## src/rtl/peripheral_msi_arbiter_ahb3_pkg.sv

```systemverilog
// Shared types and constants for the AHB3 MSI crossbar slave-port arbiter.
package peripheral_msi_pkg_ahb3;

    localparam int PRIO_W = 3;

    localparam logic [1:0] HTRANS_IDLE   = 2'b00;
    localparam logic [1:0] HTRANS_BUSY   = 2'b01;
    localparam logic [1:0] HTRANS_NONSEQ = 2'b10;
    localparam logic [1:0] HTRANS_SEQ    = 2'b11;

    typedef enum logic [1:0] {
        ARB_IDLE   = 2'd0,
        ARB_OWNED  = 2'd1,
        ARB_LOCKED = 2'd2
    } arb_state_e;

    // Index width for n masters, never below one bit.
    function automatic int idx_w(input int n);
        return (n > 1) ? $clog2(n) : 1;
    endfunction

endpackage

```

## src/rtl/peripheral_msi_arbiter_ahb3_if.sv

```systemverilog
// Request/grant bundle between the masters' request decode and one slave-port arbiter.
interface peripheral_msi_arbiter_ahb3_if
    import peripheral_msi_pkg_ahb3::*;
#(
    parameter int MASTERS = 5,
    parameter int MIDX    = idx_w(MASTERS)
);
    logic [MASTERS-1:0]        mst_req;
    logic [MASTERS*PRIO_W-1:0] mst_priority;
    logic [MASTERS-1:0]        mst_canswitch;
    logic [MASTERS-1:0]        mst_lock;
    logic                      slv_HREADY;
    logic [MASTERS-1:0]        granted_master;
    logic [MIDX-1:0]           granted_idx;
    logic                      grant_valid;

    modport master (
        output mst_req, mst_priority, mst_canswitch, mst_lock, slv_HREADY,
        input  granted_master, granted_idx, grant_valid
    );

    modport slave (
        input  mst_req, mst_priority, mst_canswitch, mst_lock, slv_HREADY,
        output granted_master, granted_idx, grant_valid
    );
endinterface

```

## src/rtl/peripheral_msi_arbiter_ahb3_rr_pick.sv

```systemverilog
// Round-robin picker: first set bit of cand strictly after ptr, wrapping to 0.
module peripheral_msi_rr_pick_ahb3
    import peripheral_msi_pkg_ahb3::*;
#(
    parameter int MASTERS = 5,
    parameter int MIDX    = idx_w(MASTERS)
) (
    input  logic [MASTERS-1:0] cand,
    input  logic [MIDX-1:0]    ptr,
    output logic [MASTERS-1:0] win,
    output logic [MIDX-1:0]    win_idx
);
    logic [2*MASTERS-1:0] dbl;
    logic [2*MASTERS-1:0] rot;
    logic                 found;
    int                   off;
    int                   sum;

    // Doubling the vector lets a plain right shift act as a rotate.
    always_comb begin
        dbl   = {cand, cand};
        rot   = dbl >> (int'(ptr) + 1);
        found = 1'b0;
        off   = 0;
        for (int j = 0; j < MASTERS; j++) begin
            if (!found && rot[j]) begin
                found = 1'b1;
                off   = j;
            end
        end
        sum = int'(ptr) + 1 + off;
        if (sum >= MASTERS) sum = sum - MASTERS;
        win = '0;
        for (int i = 0; i < MASTERS; i++) begin
            win[i] = found && (sum == i);
        end
        win_idx = found ? MIDX'(sum) : '0;
    end

endmodule

```

## src/rtl/peripheral_msi_arbiter_ahb3.sv

```systemverilog
// Per-slave-port arbiter: priority first, round-robin among ties, AHB-boundary and lock aware.
//  state      | meaning
//  ST_IDLE    | no owner, grant all-zero
//  ST_OWNED   | owner holds slave, unlocked
//  ST_LOCKED  | owner holds slave under HMASTLOCK
module peripheral_msi_arbiter_ahb3
    import peripheral_msi_pkg_ahb3::*;
#(
    parameter int MASTERS = 5,
    parameter int MIDX    = idx_w(MASTERS)
) (
    input logic                          HCLK,
    input logic                          HRESETn,
    peripheral_msi_arbiter_ahb3_if.slave bus
);
    localparam logic [1:0]      ST_IDLE   = ARB_IDLE;
    localparam logic [1:0]      ST_OWNED  = ARB_OWNED;
    localparam logic [1:0]      ST_LOCKED = ARB_LOCKED;
    localparam logic [MIDX-1:0] PTR_RST   = MIDX'(MASTERS - 1);

    logic [1:0]         state;
    logic [MASTERS-1:0] grant_q;
    logic [MIDX-1:0]    idx_q;
    logic [MIDX-1:0]    ptr_q;
    logic               valid_q;

    logic [PRIO_W-1:0]  maxp;
    logic [MASTERS-1:0] cand;
    logic [MASTERS-1:0] win;
    logic [MIDX-1:0]    win_idx;
    logic               owner_req;
    logic               owner_cs;
    logic               owner_lock;
    logic               win_lock;
    logic               arb_edge;

    always_comb begin
        maxp = '0;
        for (int i = 0; i < MASTERS; i++) begin
            if (bus.mst_req[i] && (bus.mst_priority[i*PRIO_W +: PRIO_W] > maxp))
                maxp = bus.mst_priority[i*PRIO_W +: PRIO_W];
        end
        cand = '0;
        for (int i = 0; i < MASTERS; i++) begin
            cand[i] = bus.mst_req[i] && (bus.mst_priority[i*PRIO_W +: PRIO_W] == maxp);
        end
    end

    peripheral_msi_rr_pick_ahb3 #(
        .MASTERS (MASTERS),
        .MIDX    (MIDX)
    ) u_pick (
        .cand    (cand),
        .ptr     (ptr_q),
        .win     (win),
        .win_idx (win_idx)
    );

    // The grant register is one-hot, so masking selects the owner's controls.
    assign owner_req  = |(grant_q & bus.mst_req);
    assign owner_cs   = |(grant_q & bus.mst_canswitch);
    assign owner_lock = |(grant_q & bus.mst_lock);
    assign win_lock   = |(win & bus.mst_lock);

    always_comb begin
        arb_edge = 1'b0;
        if (state == ST_IDLE)
            arb_edge = 1'b1;
        else if (state == ST_OWNED)
            arb_edge = owner_cs || !owner_req;
        else if (state == ST_LOCKED)
            arb_edge = !owner_lock || !owner_req;
    end

    always_ff @(posedge HCLK or negedge HRESETn) begin
        if (!HRESETn) begin
            state   <= ST_IDLE;
            grant_q <= '0;
            idx_q   <= '0;
            ptr_q   <= PTR_RST;
            valid_q <= 1'b0;
        end else if (bus.slv_HREADY) begin
            if (arb_edge) begin
                if (cand == '0) begin
                    state   <= ST_IDLE;
                    grant_q <= '0;
                    valid_q <= 1'b0;
                end else begin
                    state   <= win_lock ? ST_LOCKED : ST_OWNED;
                    grant_q <= win;
                    idx_q   <= win_idx;
                    ptr_q   <= win_idx;
                    valid_q <= 1'b1;
                end
            end else if (state == ST_OWNED && owner_lock) begin
                state <= ST_LOCKED;
            end
        end
    end

    assign bus.granted_master = grant_q;
    assign bus.granted_idx    = idx_q;
    assign bus.grant_valid    = valid_q;

endmodule

```

## src/flat_wrapper.sv

```systemverilog
// flat-port wrapper written by rule: the top's interface ports become plain ports
module peripheral_msi_arbiter_ahb3_flat import peripheral_msi_pkg_ahb3::*;
#(
    parameter int MASTERS = 5,
    parameter int MIDX    = idx_w(MASTERS)
)
  (HCLK, HRESETn, bus_mst_req, bus_mst_priority, bus_mst_canswitch, bus_mst_lock, bus_slv_HREADY, bus_granted_master, bus_granted_idx, bus_grant_valid);
  peripheral_msi_arbiter_ahb3_if #(.MASTERS(MASTERS), .MIDX(MIDX)) bus_i ();
  input logic HCLK;
  input logic HRESETn;
  input wire logic [$bits(bus_i.mst_req)-1:0] bus_mst_req;
  input wire logic [$bits(bus_i.mst_priority)-1:0] bus_mst_priority;
  input wire logic [$bits(bus_i.mst_canswitch)-1:0] bus_mst_canswitch;
  input wire logic [$bits(bus_i.mst_lock)-1:0] bus_mst_lock;
  input wire logic [$bits(bus_i.slv_HREADY)-1:0] bus_slv_HREADY;
  output wire logic [$bits(bus_i.granted_master)-1:0] bus_granted_master;
  output wire logic [$bits(bus_i.granted_idx)-1:0] bus_granted_idx;
  output wire logic [$bits(bus_i.grant_valid)-1:0] bus_grant_valid;
  assign bus_i.mst_req = bus_mst_req;
  assign bus_i.mst_priority = bus_mst_priority;
  assign bus_i.mst_canswitch = bus_mst_canswitch;
  assign bus_i.mst_lock = bus_mst_lock;
  assign bus_i.slv_HREADY = bus_slv_HREADY;
  assign bus_granted_master = bus_i.granted_master;
  assign bus_granted_idx = bus_i.granted_idx;
  assign bus_grant_valid = bus_i.grant_valid;
  peripheral_msi_arbiter_ahb3 #(.MASTERS(MASTERS), .MIDX(MIDX)) u_core (.HCLK(HCLK), .HRESETn(HRESETn), .bus(bus_i));
endmodule
```

## config.mk

```make
export PLATFORM = sky130hd
export DESIGN_NAME = peripheral_msi_arbiter_ahb3_flat
export DESIGN_NICKNAME = d
export VERILOG_FILES = /design/src/rtl/peripheral_msi_arbiter_ahb3_pkg.sv /design/src/rtl/peripheral_msi_arbiter_ahb3_if.sv /design/src/rtl/peripheral_msi_arbiter_ahb3_rr_pick.sv /design/src/rtl/peripheral_msi_arbiter_ahb3.sv /design/src/flat_wrapper.sv
export SDC_FILE = /design/constraint.sdc
export NUM_CORES = 1
export LEC_CHECK = 0
export CAP_MARGIN = 20
export CORE_MARGIN = 5
export CORE_UTILIZATION = 55
export CTS_BUF_LIST = sky130_fd_sc_hd__clkbuf_4 sky130_fd_sc_hd__clkbuf_8
export DETAILED_ROUTE_END_ITERATION = 16
export GPL_TIMING_DRIVEN = 0
export PLACE_DENSITY_LB_ADDON = 0.08
export SYNTH_ARGS = -nofsm -noshare
export SYNTH_HDL_FRONTEND = slang
export SYNTH_SLANG_ARGS = --single-unit
```

## constraint.sdc

```tcl
create_clock -name HCLK -period 12.8 [get_ports HCLK]
set_input_delay 2.56 -clock HCLK [delete_from_list [all_inputs] [get_ports HCLK]]
set_output_delay 2.56 -clock HCLK [all_outputs]
set_load 0.02 [all_outputs]
```

==> summary.log, run 1 <==
qor: die.core_area 4320 µm²
qor: global_route.grt.busiest_layer met2
qor: clocking.number_of_sinks_handled_by_clock_tree_synthesis 12
qor: timing.worst_hold_slack 0.487 ns
qor: yosys.synth_enable_flop_cells 0
qor: die.die_width 76.8 µm
qor: drt.routed_wirelength 7110 µm
qor: setup_path.arrival 12.50 ns
qor: timing.worst_pin_slew 0.707 ns
qor: drt.firstDrtPassIters 5
qor: global_route.use_met3 3.63%
qor: yosys.syn_area 2450 µm²
qor: die.dieArea 5890 µm²
qor: clocking.tritoncts_clock_tree yes
qor: timing.setup_tns 0 ns
qor: global_route.grt_antenna_before_repair 0
qor: drt.average_wire_per_cell_in_the_routed_design 16.9 µm
qor: drt.drt_iter0_markers 361
qor: clocking.root_buffer clkbuf_8
qor: clocking.numCtsBuffers 3
qor: layout.post_route_cells_drive_above_1_share 14.9%
qor: global_route.globalRouteMet1Util 33.4%
qor: clocking.ctsHoldBuffers 0
qor: layout.final_layout_net_count 420
qor: yosys.synth.yosys.seq_area_share 12.3%
qor: setup_path.worstPathMaxFanout 9
qor: die.start_util 56.7%
qor: timing.skew 0.00472 ns
qor: layout.layout.core_utilization 71.5%
qor: yosys.postSynthNetCount 364
qor: clocking.htree_levels 1
qor: die.chipHeight 76.8 µm
qor: die.top_ports 42
qor: timing.max_freq 80.9 MHz
qor: global_route.first_global_vias 2581
qor: layout.area_delta_synth_final 26.2%
qor: yosys.post_synth_inst_count 313
qor: global_route.overflow 0
qor: yosys.synth_cell_type_count 82
qor: outcome.run_status finished clean
qor: drt.post-route-drc-count 0
qor: layout.fill_cells 351
qor: power.fin_total_pwr 967 µW
qor: placement.dp_hpwl 5460 µm
qor: worst_hold_path.hold_class flip-flop to flip-flop
qor: setup_path.worstSetupStartpointType primary input
qor: power.p_leak 0.00124 µW
qor: layout.layout.cells.most_common clkdlybuf4s50_1
qor: global_route.groute.usage.overall 22.6%
qor: timing.slew_violations 0
qor: setup_path.setup.worst_path.end_class flip-flop
qor: placement.gp_congestion 0.874
qor: setup_path.worst_path_most_repeated_cell ha_1
qor: global_route.first_pass_grt_wire_length 11600 µm
qor: job.maxCapViolations 0
qor: die.placement_rows 24
qor: timing.final.min_clock_period 12.37 ns
qor: drt.dr_total_vias 2802
qor: yosys.yosys_warnings 0
qor: layout.seq_area 302 µm²
qor: yosys.yosys.area.top_type dfrtp_1
qor: yosys.synth_top_area_share 11.2%
qor: yosys.ys_seq_elements 12
qor: yosys.synthArstFlopShare 100%
qor: layout.insertedDiodeCount 0
qor: layout.mostFrequentLayoutCells clkdlybuf4s50_1, nand2_1, nor2_1
qor: power.vdd.ir_drop.worst 0.000229 V
qor: clocking.cts.clk_slew.worst_paths 0.06 ns
qor: clocking.clock_insertion_delay_at_the_later_pin_of_the_skew_report 0.24 ns
qor: placement.io_buffer_count 40
qor: global_route.gr-usage-met2 34.6%
qor: global_route.pin_count_of_the_biggest_net_entering_global_routing 13
qor: timing.final.period_utilization 96.6%
qor: yosys.synth.area.top_cells dfrtp_1, ha_1, nand2_1, nor2_1, xnor2_1
qor: yosys.yosys_most_used_dff dfrtp_1
qor: yosys.syn-mean-instance-area 7.83 µm²
qor: setup_path.crit_path_max_incr_delay 0.57 ns
qor: timing.finalHoldViolations 0
qor: setup_path.cp_data_required_time 12.93 ns
qor: setup_path.cp_slowest_cell clkdlybuf4s50_1
qor: setup_path.crit_type primary input to flip-flop
qor: drt.post_drt_via_cell_ratio 6.67
qor: layout.multi_input_area 2080 µm²
qor: power.power.density_cell_area 313 nW/µm²
qor: clocking.clk_path_buf_depth 2
qor: drt.detail-route-antenna-nets 0
qor: timing.max-slew-margin-rel 52.5%
qor: timing.setup_viol 0
metrics by stage:
step	area (µm²)	instances	worst slack (ns)
floorplan	2450	313	1.48
global placement	2920	405	-0.0867
detailed placement	2920	405	-0.183
CTS	2970	409	0.00742
global route	3090	420	-0.0547
finish	3090	420	0.432
report_power, final:
part | internal, µW | leakage, µW | total [µW] | switching, µW
Combinational | 365 | 0.00106 | 854 | 489
Sequential | 52.9 | 0.000156 | 69.5 | 16.6
Clock | 27.2 | 0.0000288 | 43.1 | 15.9
Total | 445 | 0.00124 | 967 | 521
synthesized netlist by cell type, types with 3 or more instances:
master / number
nor4_1: 3
o21ai_0: 14
ha_1: 17
o31ai_1: 3
o21ai_1: 6
nor2b_1: 6
a222oi_1: 3
xor2_1: 6
a31o_2: 4
o211ai_1: 4
and2_1: 4
clkbuf_1: 4
a22o_1: 10
o221ai_1: 3
nand3_1: 8
xnor2_1: 11
a21oi_1: 17
nand2b_1: 5
a2111oi_0: 3
and3_1: 5
inv_1: 17
dfrtp_1: 11
a211oi_1: 3
nand2_1: 33
nor2_1: 27
a22oi_1: 4
nor3_1: 9
sequential cells by signal, indices dropped and copies added, names as in the netlist:
register / cells
u_core.state: 2
u_core.bus.granted_idx: 1
u_core.bus.grant_valid: 1
u_core.bus.granted_master: 5
u_core.ptr_q: 3
worst paths after layout:
kind	from	endpoint	slack [ns]	depth (start not counted)
setup reg to reg	u_core.ptr_q[0]$_DFFE_PN0P_	u_core.state[1]$_DFFE_PN0P_	7.85	19
min in group asynchronous	HRESETn	u_core.bus.granted_idx[2]$_DFFE_PN0P_	2.67	1
hold reg to reg	u_core.bus.grant_valid$_DFFE_PN0P_	u_core.bus.grant_valid$_DFFE_PN0P_	0.49	2
hold / removal	u_core.bus.grant_valid$_DFFE_PN0P_	u_core.bus.grant_valid$_DFFE_PN0P_	0.49	2
setup / recovery	bus_mst_req[0]	u_core.state[1]$_DFFE_PN0P_	0.43	41
max in group asynchronous	HRESETn	u_core.ptr_q[2]$_DFFE_PN1P_	9.75	1
what timing repair did:
item / CTS / global route
setup endpoints to repair: 0 / 11
gates resized for setup: 0 / 8
endpoints found under the hold margin: 0 / 0
setup buffers: 0 / 10
cell type report:
class,instances,area share [%]
multi-input combinational,275,67.2
clock buffer,4,1.78
timing repair buffer,50,15.4
tap,52,2.10
sequential,12,9.75
inverter,18,2.18
buffer,9,1.62
cells by family after synthesis:
family,Yosys count,share of synthesized area (%)
xor gates and xnor gates,18,6.74
DFF,12,12.3
buffers and inverters,27,4.80
muxes,4,2.19
adders and majority gates,18,9.49
and+or+nand+nor,119,26.2
AOI/OAI and AO/OA,115,38.3
per-layer routing:
layer / up-vias / part of all wire (%)
li1: 1336 / -
met1: 1292 / 45
met2: 166 / 44
met3: 8 / 9.7
met4: 0 / 0.62
met5: - / 0
worst max-delay path, delay by kind of cell:
kind	cells	cell delay, ns
AOI/OAI and AO/OA	19	3.79
xor gates and xnor gates	1	0.26
adders and majority gates	8	2.36
buffers and inverters	2	0.69
muxes	1	0.53
and+or+nand+nor	10	2.31
(Power assumes the default switching activity.)
==> inputs of run 2 (changes only) <==
--- a/config.mk
+++ b/config.mk
@@ -5,7 +5,9 @@
 export SDC_FILE = /design/constraint.sdc
 export NUM_CORES = 1
 export LEC_CHECK = 0
+export ABC_CLOCK_PERIOD_IN_PS = 12800
 export CAP_MARGIN = 20
+export CORE_ASPECT_RATIO = 1.5
 export CORE_MARGIN = 5
 export CORE_UTILIZATION = 55
 export CTS_BUF_LIST = sky130_fd_sc_hd__clkbuf_4 sky130_fd_sc_hd__clkbuf_8
@@ -14,4 +16,5 @@
 export PLACE_DENSITY_LB_ADDON = 0.08
 export SYNTH_ARGS = -nofsm -noshare
 export SYNTH_HDL_FRONTEND = slang
+export SYNTH_HIERARCHICAL = 1
 export SYNTH_SLANG_ARGS = --single-unit
==> run 2 against run 1 <==
  * Sequential share of layout area decreased by 1.3 points
  * Register-to-register slack better by 0.06 ns
  * Maximum frequency down 0.51%
  * Via count rose by 9.7%
  * Global-route usage up 4.7 points
  * Synthesized cell count is 8.3% higher
  * Largest cell class unchanged
  * Flip-flop and latch count unchanged
  * Critical endpoint is now u_core/state[1]$_DFFE_PN0P_
  * Die area increased by 2.5%
  * Worst hold slack worse by 0.0036 ns
  * Combinational power grew 21%
==> summary.log, run 2 <==
qor: outcome.run_status finished clean
qor: yosys.ys_seq_elements 12
qor: timing.finalHoldViolations 0
qor: yosys.synth_enable_flop_cells 0
qor: yosys.yosys.cell_count.top_type nand2_1
qor: global_route.grt_antenna_before_repair 0
qor: yosys.postSynthNetCount 390
qor: yosys.synth.area.top_cells dfrtp_1, ha_1, nand2_1, mux2i_1, o21ai_0
qor: yosys.synth_cell_type_count 72
qor: layout.insertedDiodeCount 0
qor: die.dieArea 6040 µm²
qor: job.maxCapViolations 0
qor: timing.max-slew-margin-rel 60.4%
qor: setup_path.crit_type primary input to flip-flop
qor: power.power.density_cell_area 320 nW/µm²
qor: clocking.root_buffer clkbuf_8
qor: drt.detail-route-antenna-nets 0
qor: timing.worst_pin_slew 0.589 ns
qor: clocking.ctsHoldBuffers 0
qor: clocking.numCtsBuffers 3
qor: drt.post_drt_via_cell_ratio 6.60
qor: layout.area_delta_synth_final 42.5%
qor: placement.place_ws -1.69 ns
qor: clocking.number_of_sinks_handled_by_clock_tree_synthesis 12
qor: die.placement_rows 30
qor: die.core_area 4470 µm²
qor: clocking.cts.clk_slew.worst_paths 0.05 ns
qor: yosys.post_synth_inst_count 339
qor: placement.placedInstanceArea 2970 µm²
qor: yosys.synthArstFlopShare 100%
qor: global_route.overflow 0
qor: layout.post_route_cells_drive_above_1_share 28.2%
qor: drt.average_wire_per_cell_in_the_routed_design 18.9 µm
qor: global_route.globalRouteMet1Util 27.9%
qor: drt.post-route-drc-count 0
qor: yosys.yosys.area.top_type dfrtp_1
qor: drt.dr_total_vias 3074
qor: setup_path.worstPathMaxFanout 5
qor: drt.drt_iter0_markers 271
qor: timing.final.min_clock_period 12.43 ns
qor: global_route.use_met3 3.52%
qor: layout.final_layout_net_count 470
qor: timing.skew 0.00154 ns
qor: layout.largest_register_ff_count 5
qor: die.chipHeight 92.7 µm
qor: clocking.clock_insertion_delay_at_the_later_pin_of_the_skew_report 0.24 ns
qor: setup_path.setup.worst_path.end_class flip-flop
qor: global_route.groute.usage.overall 27.3%
qor: setup_path.arrival 12.54 ns
qor: timing.postLayoutSetupSlackWorst 0.369 ns
qor: setup_path.worstSetupStartpointType primary input
qor: yosys.synth_top_area_share 11.0%
qor: yosys.yosys_most_used_dff dfrtp_1
qor: layout.finalInstanceArea 3580 µm²
qor: global_route.pin_count_of_the_biggest_net_entering_global_routing 13
qor: drt.routed_wirelength 8790 µm
qor: timing.max_freq 80.4 MHz
qor: setup_path.critPathBufInv 5
qor: die.start_util 56.2%
qor: setup_path.worst_path_most_repeated_cell ha_1
qor: global_route.first_pass_grt_wire_length 13400 µm
qor: global_route.gr-usage-met2 52.0%
qor: layout.layout.cells.most_common nand2_1
qor: clocking.htree_levels 1
qor: yosys.syn-mean-instance-area 7.40 µm²
qor: die.die_width 65.1 µm
qor: worst_hold_path.hold_class flip-flop to flip-flop
qor: yosys.syn_area 2510 µm²
qor: global_route.first_global_vias 2982
qor: setup_path.crit_family simple AND/OR/NAND/NOR gates
qor: timing.setup_viol 0
qor: drt.firstDrtPassIters 8
qor: global_route.grt.busiest_layer met2
qor: placement.io_buffer_count 40
qor: clocking.tritoncts_clock_tree yes
qor: setup_path.cp_slowest_cell fa_2
qor: placement.dp_hpwl 6050 µm
qor: setup_path.cp_data_required_time 12.91 ns
qor: placement.gp_congestion 0.955
qor: yosys.synth_top_cells_by_count nand2_1, nor2_1, inv_1, o21ai_0
qor: timing.slew_violations 0
qor: setup_path.crit_path_max_incr_delay 0.49 ns
qor: die.top_ports 42
qor: timing.final.period_utilization 97.1%
qor: power.p_leak 0.00147 µW
qor: clocking.clk_path_buf_depth 2
qor: yosys.yosys_warnings 6
qor: yosys.synth.yosys.seq_area_share 12.0%
qor: power.vdd.ir_drop.worst 0.000417 V
qor: layout.mostFrequentLayoutCells nand2_1, buf_4, clkdlybuf4s50_1, nor2_1, inv_1
[run 2: changes by cell type in the layout (fill, tap and decap cells not counted), moves of 5 or more]
cell | before | now
buf_4 | 12 | 39
a22o_1 | 10 | 2
nand2_1 | 33 | 41
nand3_1 | 8 | 16
clkdlybuf4s50_1 | 40 | 33
mux2i_1 | 2 | 9
nand2b_1 | 5 | 0
nor2_1 | 27 | 22
nor2b_1 | 6 | 1
o211ai_1 | 4 | 9
o21ai_0 | 12 | 17
[run 2: cells by family (layout without fill, tap and decap cells)]
logic type,count (synthesis),after routing,synth area share [%]
flip-flops,12,12,12.0
multiplexers,20,20,9.08
XOR/XNOR,13,13,4.54
AO/OA/AOI/OAI,108,108,31.1
adder cells (fa/ha/maj),20,20,10.2
AND/OR/NAND/NOR,136,136,27.9
buffers and inverters,30,109,5.19
[run 2: power by group]
| group | internal (µW) | leakage, µW | switching (µW) | total (µW) |
|---|---|---|---|---|
| logic | 453 | 0.00129 | 574 | 1030 |
| registers | 55.3 | 0.000156 | 22.1 | 77.4 |
| clock network | 27.2 | 0.0000288 | 14.1 | 41.3 |
[run 2: repair_timing]
item | in CTS | in global routing
resized for setup | 43 | 35
pin swaps | 16 | 29
buffers inserted | 19 | 16
endpoints found under the setup margin | 11 | 11
[run 2: worst paths after layout]
path	startpoint	end	slack, ns	cells past startpoint
min in group asynchronous	HRESETn	u_core/bus.granted_master[3]$_DFFE_PN0P_	2.68	1
max	bus_mst_priority[1]	u_core/state[1]$_DFFE_PN0P_	0.37	50
min	u_core/bus.grant_valid$_DFFE_PN0P_	u_core/bus.grant_valid$_DFFE_PN0P_	0.48	2
min reg2reg	u_core/bus.grant_valid$_DFFE_PN0P_	u_core/bus.grant_valid$_DFFE_PN0P_	0.48	2
max reg2reg	u_core/ptr_q[2]$_DFFE_PN1P_	u_core/state[1]$_DFFE_PN0P_	7.91	19
max in group asynchronous	HRESETn	u_core/ptr_q[2]$_DFFE_PN1P_	9.75	1
[run 2: area by class of cell]
class	count	area [µm²]
clock buffers	4	55.1
plain buffers	9	55.1
well taps	48	60.1
repair buffers	75	658
flip-flops and latches	12	302
multi-input cells	297	2360
fillers	311	891
inverters	21	81.3
[run 2: metrics by stage]
stage / hold slack, ns / setup TNS [ns] / utilization (%) / power, µW / instances
global route: 0.534 / -0.355 / 80.1 / 1230 / 466
floorplan: 0.523 / 0 / - / 629 / 339
global placement: 0.462 / -12.34 / 66.5 / 787 / 427
CTS: 0.487 / 0 / 74.8 / 1030 / 450
detailed placement: 0.473 / -14.04 / 66.5 / 800 / 427
finish: 0.484 / 0 / 80.1 / 1150 / 466
[run 2: metal layers]
metal  routed length (µm)  part of all wire (%)
met1                 3170                    36
met2                 4830                    55
met3                  355                   4.0
met4                  433                   4.9
met5                    0                     0
[run 2: worst reg2reg max path, cell delays in order (launching register included)]
cell and delay, ns:
dfstp_2 0.53, buf_4 0.16, mux2i_1 0.09, mux2_2 0.30, a211o_1 0.28, and3b_1 0.19
or3_1 0.36, a22oi_2 0.13, ha_2 0.21, fa_2 0.49, buf_4 0.18, nor2_1 0.26
nor3_1 0.12, o311ai_0 0.42, a22o_2 0.33, a211oi_2 0.07, a222oi_1 0.32, nand2_1 0.13
nand2_1 0.08, o22ai_1 0.09
